<file path="src/rtl/maxpool_pkg.sv">
// Shared constants and helpers for the 2x2 stride-2 max-pooling block.
// Default sample width and frame geometry live here together with the counter-width function.
package maxpool_pkg;

    localparam int DEFAULT_DW   = 8;
    localparam int DEFAULT_COLS = 32;
    localparam int DEFAULT_ROWS = 32;

    // Ceiling log2, never below 1 so that a depth of 1 still yields a legal vector.
    function automatic int clog2_min1(input int n);
        int r;
        r = 0;
        while ((1 << r) < n) begin
            r = r + 1;
        end
        return (r < 1) ? 1 : r;
    endfunction

endpackage

</file>
<file path="src/rtl/maxpool_line_buffer.sv">
// Single-port line buffer that holds one row of horizontal pair maxima.
// Writes are synchronous and reads are combinational from the same address.
module maxpool_line_buffer
    import maxpool_pkg::*;
#(
    parameter int DW    = DEFAULT_DW,
    parameter int DEPTH = DEFAULT_COLS / 2,
    parameter int AW    = clog2_min1(DEPTH)
) (
    input  logic          clk_i,
    input  logic          we_i,
    input  logic [AW-1:0] addr_i,
    input  logic [DW-1:0] wdata_i,
    output logic [DW-1:0] rdata_o
);

    logic [DW-1:0] mem_q [DEPTH];

    // Entries are always written on the even row before the odd row reads them, so no reset is needed.
    always_ff @(posedge clk_i) begin
        if (we_i) begin
            mem_q[addr_i] <= wdata_i;
        end
    end

    assign rdata_o = mem_q[addr_i];

endmodule

</file>
<file path="src/rtl/maxpool_2d.sv">
// 2x2 stride-2 signed max pooling over a raster-ordered frame, one pooled sample per 2x2 window.
// Define MAXPOOL_2D_RELU_EN to clamp negative pooled results to zero before they are registered.
module maxpool_2d
    import maxpool_pkg::*;
#(
    parameter int DW   = DEFAULT_DW,
    parameter int COLS = DEFAULT_COLS,
    parameter int ROWS = DEFAULT_ROWS
) (
    input  logic          iCLK,
    input  logic          iRSTn,
    input  logic          iCLR,
    input  logic          iEN,
    input  logic [DW-1:0] iDATA,
    output logic [DW-1:0] oDATA,
    output logic          oVALID,
    output logic          oLAST
);

    localparam int CW   = clog2_min1(COLS);
    localparam int RW   = clog2_min1(ROWS);
    localparam int HALF = COLS / 2;
    localparam int AW   = clog2_min1(HALF);

    // Handshake: a sample is accepted on every rising edge with iEN high (no backpressure);
    // oVALID is a one-cycle pulse, the edge after the accepted sample that closes a window.
    logic [CW-1:0]        col_q, col_d;
    logic [RW-1:0]        row_q, row_d;
    logic signed [DW-1:0] pair_q, pair_d;
    logic signed [DW-1:0] data_q, data_d;
    logic                 valid_q, valid_d;
    logic                 last_q, last_d;

    logic signed [DW-1:0] in_s;
    logic signed [DW-1:0] pair_max;
    logic signed [DW-1:0] pool_max;
    logic signed [DW-1:0] pool_out;
    logic signed [DW-1:0] lb_rdata;
    logic [AW-1:0]        lb_addr;
    logic                 col_odd;
    logic                 row_odd;
    logic                 lb_we;
    logic                 col_wrap;
    logic                 row_wrap;

    assign in_s     = $signed(iDATA);
    assign col_odd  = col_q[0];
    assign row_odd  = row_q[0];
    assign col_wrap = (col_q == CW'(COLS - 1));
    assign row_wrap = (row_q == RW'(ROWS - 1));
    assign lb_addr  = AW'(col_q >> 1);
    assign lb_we    = iEN && !iCLR && col_odd && !row_odd;

    assign pair_max = (pair_q > in_s) ? pair_q : in_s;
    assign pool_max = (pair_max > lb_rdata) ? pair_max : lb_rdata;

`ifdef MAXPOOL_2D_RELU_EN
    assign pool_out = pool_max[DW-1] ? '0 : pool_max;
`else
    assign pool_out = pool_max;
`endif

    maxpool_line_buffer #(
        .DW    (DW),
        .DEPTH (HALF),
        .AW    (AW)
    ) u_line_buffer (
        .clk_i   (iCLK),
        .we_i    (lb_we),
        .addr_i  (lb_addr),
        .wdata_i (pair_max),
        .rdata_o (lb_rdata)
    );

    always_comb begin
        col_d   = col_q;
        row_d   = row_q;
        pair_d  = pair_q;
        data_d  = data_q;
        valid_d = 1'b0;
        last_d  = 1'b0;
        if (iCLR) begin
            // The sample presented with a clear is discarded, as is any window it would close.
            col_d  = '0;
            row_d  = '0;
            pair_d = '0;
        end else if (iEN) begin
            if (!col_odd) begin
                pair_d = in_s;
            end
            if (col_odd && row_odd) begin
                valid_d = 1'b1;
                data_d  = pool_out;
                last_d  = col_wrap && row_wrap;
            end
            if (col_wrap) begin
                col_d = '0;
                row_d = row_wrap ? '0 : row_q + RW'(1);
            end else begin
                col_d = col_q + CW'(1);
            end
        end
    end

    always_ff @(posedge iCLK) begin
        if (!iRSTn) begin
            col_q   <= '0;
            row_q   <= '0;
            pair_q  <= '0;
            data_q  <= '0;
            valid_q <= 1'b0;
            last_q  <= 1'b0;
        end else begin
            col_q   <= col_d;
            row_q   <= row_d;
            pair_q  <= pair_d;
            data_q  <= data_d;
            valid_q <= valid_d;
            last_q  <= last_d;
        end
    end

    assign oDATA  = data_q;
    assign oVALID = valid_q;
    assign oLAST  = last_q;

endmodule

</file>
<file path="config.mk">
export PLATFORM = sky130hd
export DESIGN_NAME = maxpool_2d
export DESIGN_NICKNAME = d
export VERILOG_FILES = /design/src/rtl/maxpool_pkg.sv /design/src/rtl/maxpool_line_buffer.sv /design/src/rtl/maxpool_2d.sv
export SDC_FILE = /design/constraint.sdc
export NUM_CORES = 1
export LEC_CHECK = 0
export CAP_MARGIN = 20
export CORE_MARGIN = 1.5
export CORE_UTILIZATION = 55
export DETAILED_ROUTE_END_ITERATION = 16
export HOLD_SLACK_MARGIN = 0.06
export PLACE_DENSITY = 0.73
export SLEW_MARGIN = 20
export SYNTH_ARGS = -nofsm -noshare
export SYNTH_HDL_FRONTEND = slang
export SYNTH_SLANG_ARGS = --single-unit
</file>
<file path="constraint.sdc">
create_clock -name iCLK -period 9.15 [get_ports iCLK]
set_input_delay 1.83 -clock iCLK [delete_from_list [all_inputs] [get_ports iCLK]]
set_output_delay 1.83 -clock iCLK [all_outputs]
set_load 0.03 [all_outputs]
</file>
# Word level (Yosys, flattened, before mapping)

Memories as Yosys holds them, arrays and structs flattened. A register that Yosys moved wholly into a read port is not among the register bits.
Index checks and enable logic that the tools add are counted.

Reduce and logical (&&, ||, !) cells: 13
Equal/unequal tests: 2
Add/subtract/negate cells: 2
Multiplexer cells: 9
Bitwise logic cells: 5
Order comparisons: 2

Operators with widths:

| operator            | count |
|---|---|
| $gt 8x8->1          | 2 |
| $mux 8              | 2 |
| $add 5x1->5 const B | 2 |
| $eq 5x5->1 const B  | 2 |
| $mux 5              | 2 |
| $mux 4              | 2 |
| $logic_and 1x1->1   | 5 |
| $not 1->1           | 5 |
| $reduce_and 2->1    | 2 |
| $reduce_or 4->1     | 1 |
| $mux 1              | 3 |
| $reduce_and 3->1    | 1 |
| $reduce_or 3->1     | 1 |
| $logic_not 1->1     | 2 |
| $reduce_or 2->1     | 1 |

Bits of input ports: 12
Bits in registers: 28
Bits in writable memories: 128
Memories kept: 1

Memories:

| memory              | depth | width | read ports | clocked after memory_dff | wr ports | line                      | source |
|---|---|---|---|---|---|---|---|
| u_line_buffer.mem_q | 16    | 8     | 1          | 1                        | 1        | maxpool_line_buffer.sv:17 | `logic [DW-1:0] mem_q [DEPTH];` |

# Depth between registers and ports, before layout

Depth in word-level cells: 6
Mapped depth: 15

# Hierarchy

A second synthesis with hierarchy kept.

Cells, all modules: 413
Area, all modules: 6542.5 µm²

Modules (own cells, without submodules):

| module              | area an instance (µm²) | instances | seq. area each (µm²) | cells an instance |
|---|---|---|---|---|
| maxpool_line_buffer | 4907.2                 | 1         | 3843.7               | 222 |
| maxpool_2d          | 1635.3                 | 1         | 560.5                | 191 |

# Worst setup path before layout

Ideal clock, no wire load.

Kind: input to register
Start point: in iDATA[7]
End point: reg data_q[6], in the netlist oDATA[6]
Path slack: 4070 ps
Stages: 14
Arrival: 5021 ps
Path buffers: 1
Required time: 9091 ps
Cell sequence: inv_1 > ha_1 > nand4_1 > o32ai_1 > a31oi_1 > a21oi_2 > mux2_2 > ha_1 > or3_1 > a2111oi_2 > a211oi_2 > buf_2 > o31ai_1 > a31o_1

Cells in the longest elaborated chain, start to end: 4

RTL lines:

| what                 | line              | source |
|---|---|---|
| start, declared      | maxpool_2d.sv:14  | `input logic [DW-1:0] iDATA,` |
| $gt 8x8->1           | maxpool_2d.sv:54  | `assign pair_max = (pair_q > in_s) ? pair_q : in_s;` |
| $mux 8 (*)           | maxpool_2d.sv:54  |  |
| net pair_max[7]      | maxpool_2d.sv:35  | `logic signed [DW-1:0] pair_max;` |
| $gt 8x8->1 (*)       | maxpool_2d.sv:55  | `assign pool_max = (pair_max > lb_rdata) ? pair_max : lb_rdata;` |
| $mux 8 (*)           | maxpool_2d.sv:55  |  |
| end signal, assigned | maxpool_2d.sv:117 | `data_q <= data_d;` |
| end, declared        | maxpool_2d.sv:30  | `logic signed [DW-1:0] data_q, data_d;` |

Mark *: on every way through the listed nets, which the timed path passes. The rest lies on a longest branch.
A chain may end at the register's enable or synchronous reset.

# Worst setup path after layout

Start point: in iDATA[7]
End point: reg data_q[3], in the netlist oDATA[3]

Cells in the longest elaborated chain, start to end: 4

RTL lines:

| what            | line |
|---|---|
| $gt 8x8->1      | maxpool_2d.sv:54 |
| $mux 8          | maxpool_2d.sv:54 |
| net pair_max[5] | maxpool_2d.sv:35 |
| $gt 8x8->1      | maxpool_2d.sv:55 |
| $mux 8          | maxpool_2d.sv:55 |

The timed path passes the listed nets, and every way through them passes these cells.

==> impl_metrics.ini <==
[finish]
multiInputGateArea_mm2 = 0.00211
fill_cells = 867
layout_commonest_cell = edfxtp_1
stdcell_area_mm2 = 0.00761
finalNonFillerCells = 600
diodes = 0
utilization_pct = 63.3
finalNetCount = 472
ff_latch_area_mm2 = 0.00449
flow.area_growth_from_synthesis_pct = 12.6
drive_above_1_share_pct = 15.7
final_cell_mix = 128 x edfxtp_1, 35 x nand2_1, 30 x dfxtp_1

[hold_path]
hold_class = reg -> reg

[floorplan]
row_count = 40
ios = 22
coreArea_mm2 = 0.0120
die_w_um = 114
initial_core_util_pct = 56.2
dieArea_mm2 = 0.0130
die_y_um = 114

[placed_design]
dpl.hpwl_um = 8660
place_inst = 568
dpl-instance-area_mm2 = 0.00705
io_buffer_count = 21
gp_congestion = 0.813

[drt]
wl_um = 13400
ant_nets = 0
vias = 3718
wl_per_cell_um = 22.4
drtIter0Drc = 361
drc = 0
vias_per_cell = 6.20
firstDrtPassIters = 4

[critical_path]
end_kind = register
crit_arrival_ns = 6.01
critical_path.max_fanout = 18
worstSetupPathType = in -> reg
cp-start-kind = primary input
crit_required_ns = 9.47

[sta]
worstMarginPinSlew_ns = 0.960
final-setup-viol-count = 0
drv_slew = 0
max_freq_mhz = 176
finalCritPeriodShare_pct = 62.2
hold_violations = 0
slew_headroom_pct = 35.9
rsz0062_at_grt = false
min_period_ns = 5.69
finClkSkew_ns = 0.00805
tns_ns = 0

[clock_network]
clk_latency_ns = 0.43
cts.hold.buffers_added = 0
numCtsBuffers = 17
clk_path_buf_depth = 2
cts_tree = yes
clkSinkCount = 160
post_cts_resized = 0
cts-root-buf = clkbuf_16
cts_setup_buffers = 0
path_clk_slew_ns = 0.06
htreeDepth = 4

[yosys]
synth_edf_count = 128
yosys.area.top_type = edfxtp_1
synth_area_leaders = edfxtp_1 57%, dfxtp_1 9.5%, mux4_2 6.7%
async_flop_share_pct = 0
netlist_area_mm2 = 0.00675
synth_top_flop_cell = edfxtp_1
synth_nets = 448
netlist_instances = 416
yosys_warnings = 0
synth_seq_area_share_pct = 66.4
synth_top_cell_area_share_pct = 56.9
yosysUniqueCellTypes = 49
syn_avg_cell_area_um2 = 16.2
ys_seq_elements = 160

[global_routing]
overflow = 0
grt_pass1_wl_um = 21300
antenna_found_initial = 0
grt_usage_pct = 22.9
grt_pass1_vias = 3817
grt_max_degree = 33

[run_status]
outcome = finished clean

[power]
leakage_nw = 2.57
powerDensity_mw_per_mm2 = 201
vdd_drop_max_mv = 0.179

[job]
cap_violations = 0
[state kept, by name, summed over array words and instances, names as in the netlist, named ones only]
register / flops
col_q: 5
oDATA: 8
oLAST: 1
oVALID: 1
pair_q: 8
row_q: 5
u_line_buffer.mem_q: 128
[cell usage after synthesis, drive strengths merged (2+ instances only)]
| library cell | n |
|---|---|
| mux2i | 3 |
| ha | 20 |
| mux2 | 8 |
| buf | 11 |
| a31oi | 2 |
| o31ai | 7 |
| nor3 | 3 |
| nand4 | 5 |
| nor2 | 29 |
| a221oi | 7 |
| nand2 | 35 |
| nor3b | 2 |
| and3 | 3 |
| a21oi | 18 |
| a22o | 7 |
| inv | 13 |
| dfxtp | 32 |
| and2 | 2 |
| o21ai | 5 |
| or3 | 3 |
| nand3 | 3 |
| clkbuf | 5 |
| mux4 | 32 |
| a31o | 7 |
| a22oi | 3 |
| nand2b | 4 |
| a211oi | 2 |
| nor2b | 4 |
| edfxtp | 128 |
[final cells by class]
class | count | share of cell area [%]
flip-flops and latches | 160 | 59.0
inverters | 14 | 0.691
well taps | 147 | 2.42
clock buffers | 17 | 5.59
multi-input cells | 226 | 27.8
clock inverters | 15 | 1.76
repair buffers | 21 | 2.76
[layer usage]
| metal | vias to the layer above | share of wire (%) | track usage [%] |
|---|---|---|---|
| met1 | 1877 | 44 | 30.5 |
| li1 | 1710 | - | - |
| met3 | 17 | 5.5 | 5.63 |
| met4 | 0 | 1.4 | 8.00 |
| met5 | - | 0 | 0 |
| met2 | 114 | 50 | 37.2 |
[worst max-delay path, stage by stage]
cell             delay [ns]
clkdlybuf4s50_1        0.50
inv_1                  0.05
ha_1                   0.32
nand4_1                0.12
o32ai_1                0.30
a31oi_1                0.09
a21oi_2                0.40
mux2_2                 0.56
ha_1                   0.41
o21a_1                 0.15
a211oi_1               0.09
a211oi_2               0.81
o31ai_1                0.14
a31o_1                 0.24
[worst paths after layout]
check | startpoint | to | slack [ns] | depth (start not counted)
setup / recovery | iDATA[7] | oDATA[3]$_SDFFE_PN0P_ | 3.46 | 14
hold / removal | row_q[4]$_SDFFE_PP0P_ | row_q[4]$_SDFFE_PP0P_ | 0.47 | 2
setup reg to reg | pair_q[7]$_SDFFE_PP0P_ | oDATA[3]$_SDFFE_PN0P_ | 5.09 | 12
hold reg to reg | row_q[4]$_SDFFE_PP0P_ | row_q[4]$_SDFFE_PP0P_ | 0.47 | 2
[power by group]
part | switching (mW) | leakage [nW] | internal (mW)
Combinational | 0.0468 | 0.874 | 0.0230
Clock | 0.289 | 0.267 | 0.376
Sequential | 0.00272 | 1.43 | 0.794
Total | 0.339 | 2.57 | 1.19
[stage by stage]
stage          hold WS (ns)  power [mW]  setup WS, ns
2_1_floorplan         0.441       0.858          4.07
3_3_place_gp          0.449       0.879          3.24
3_5_place_dp          0.456       0.882          3.12
4_1_cts               0.468        1.54          3.53
5_1_grt               0.492        1.58          3.23
6_report              0.473        1.53          3.46
[cells by family (layout without fill, tap and decap cells)]
group | after synthesis | after routing | share of synthesized area [%]
muxes | 43 | 43 | 13.1
AOI/OAI and AO/OA | 65 | 65 | 7.63
xor gates and xnor gates | 1 | 1 | 0.130
adders and majority gates | 20 | 20 | 3.71
and+or+nand+nor | 97 | 97 | 6.69
DFF | 160 | 160 | 66.4
buffers and inverters | 30 | 67 | 2.33
No activity file was read; power rests on OpenSTA's default activity.
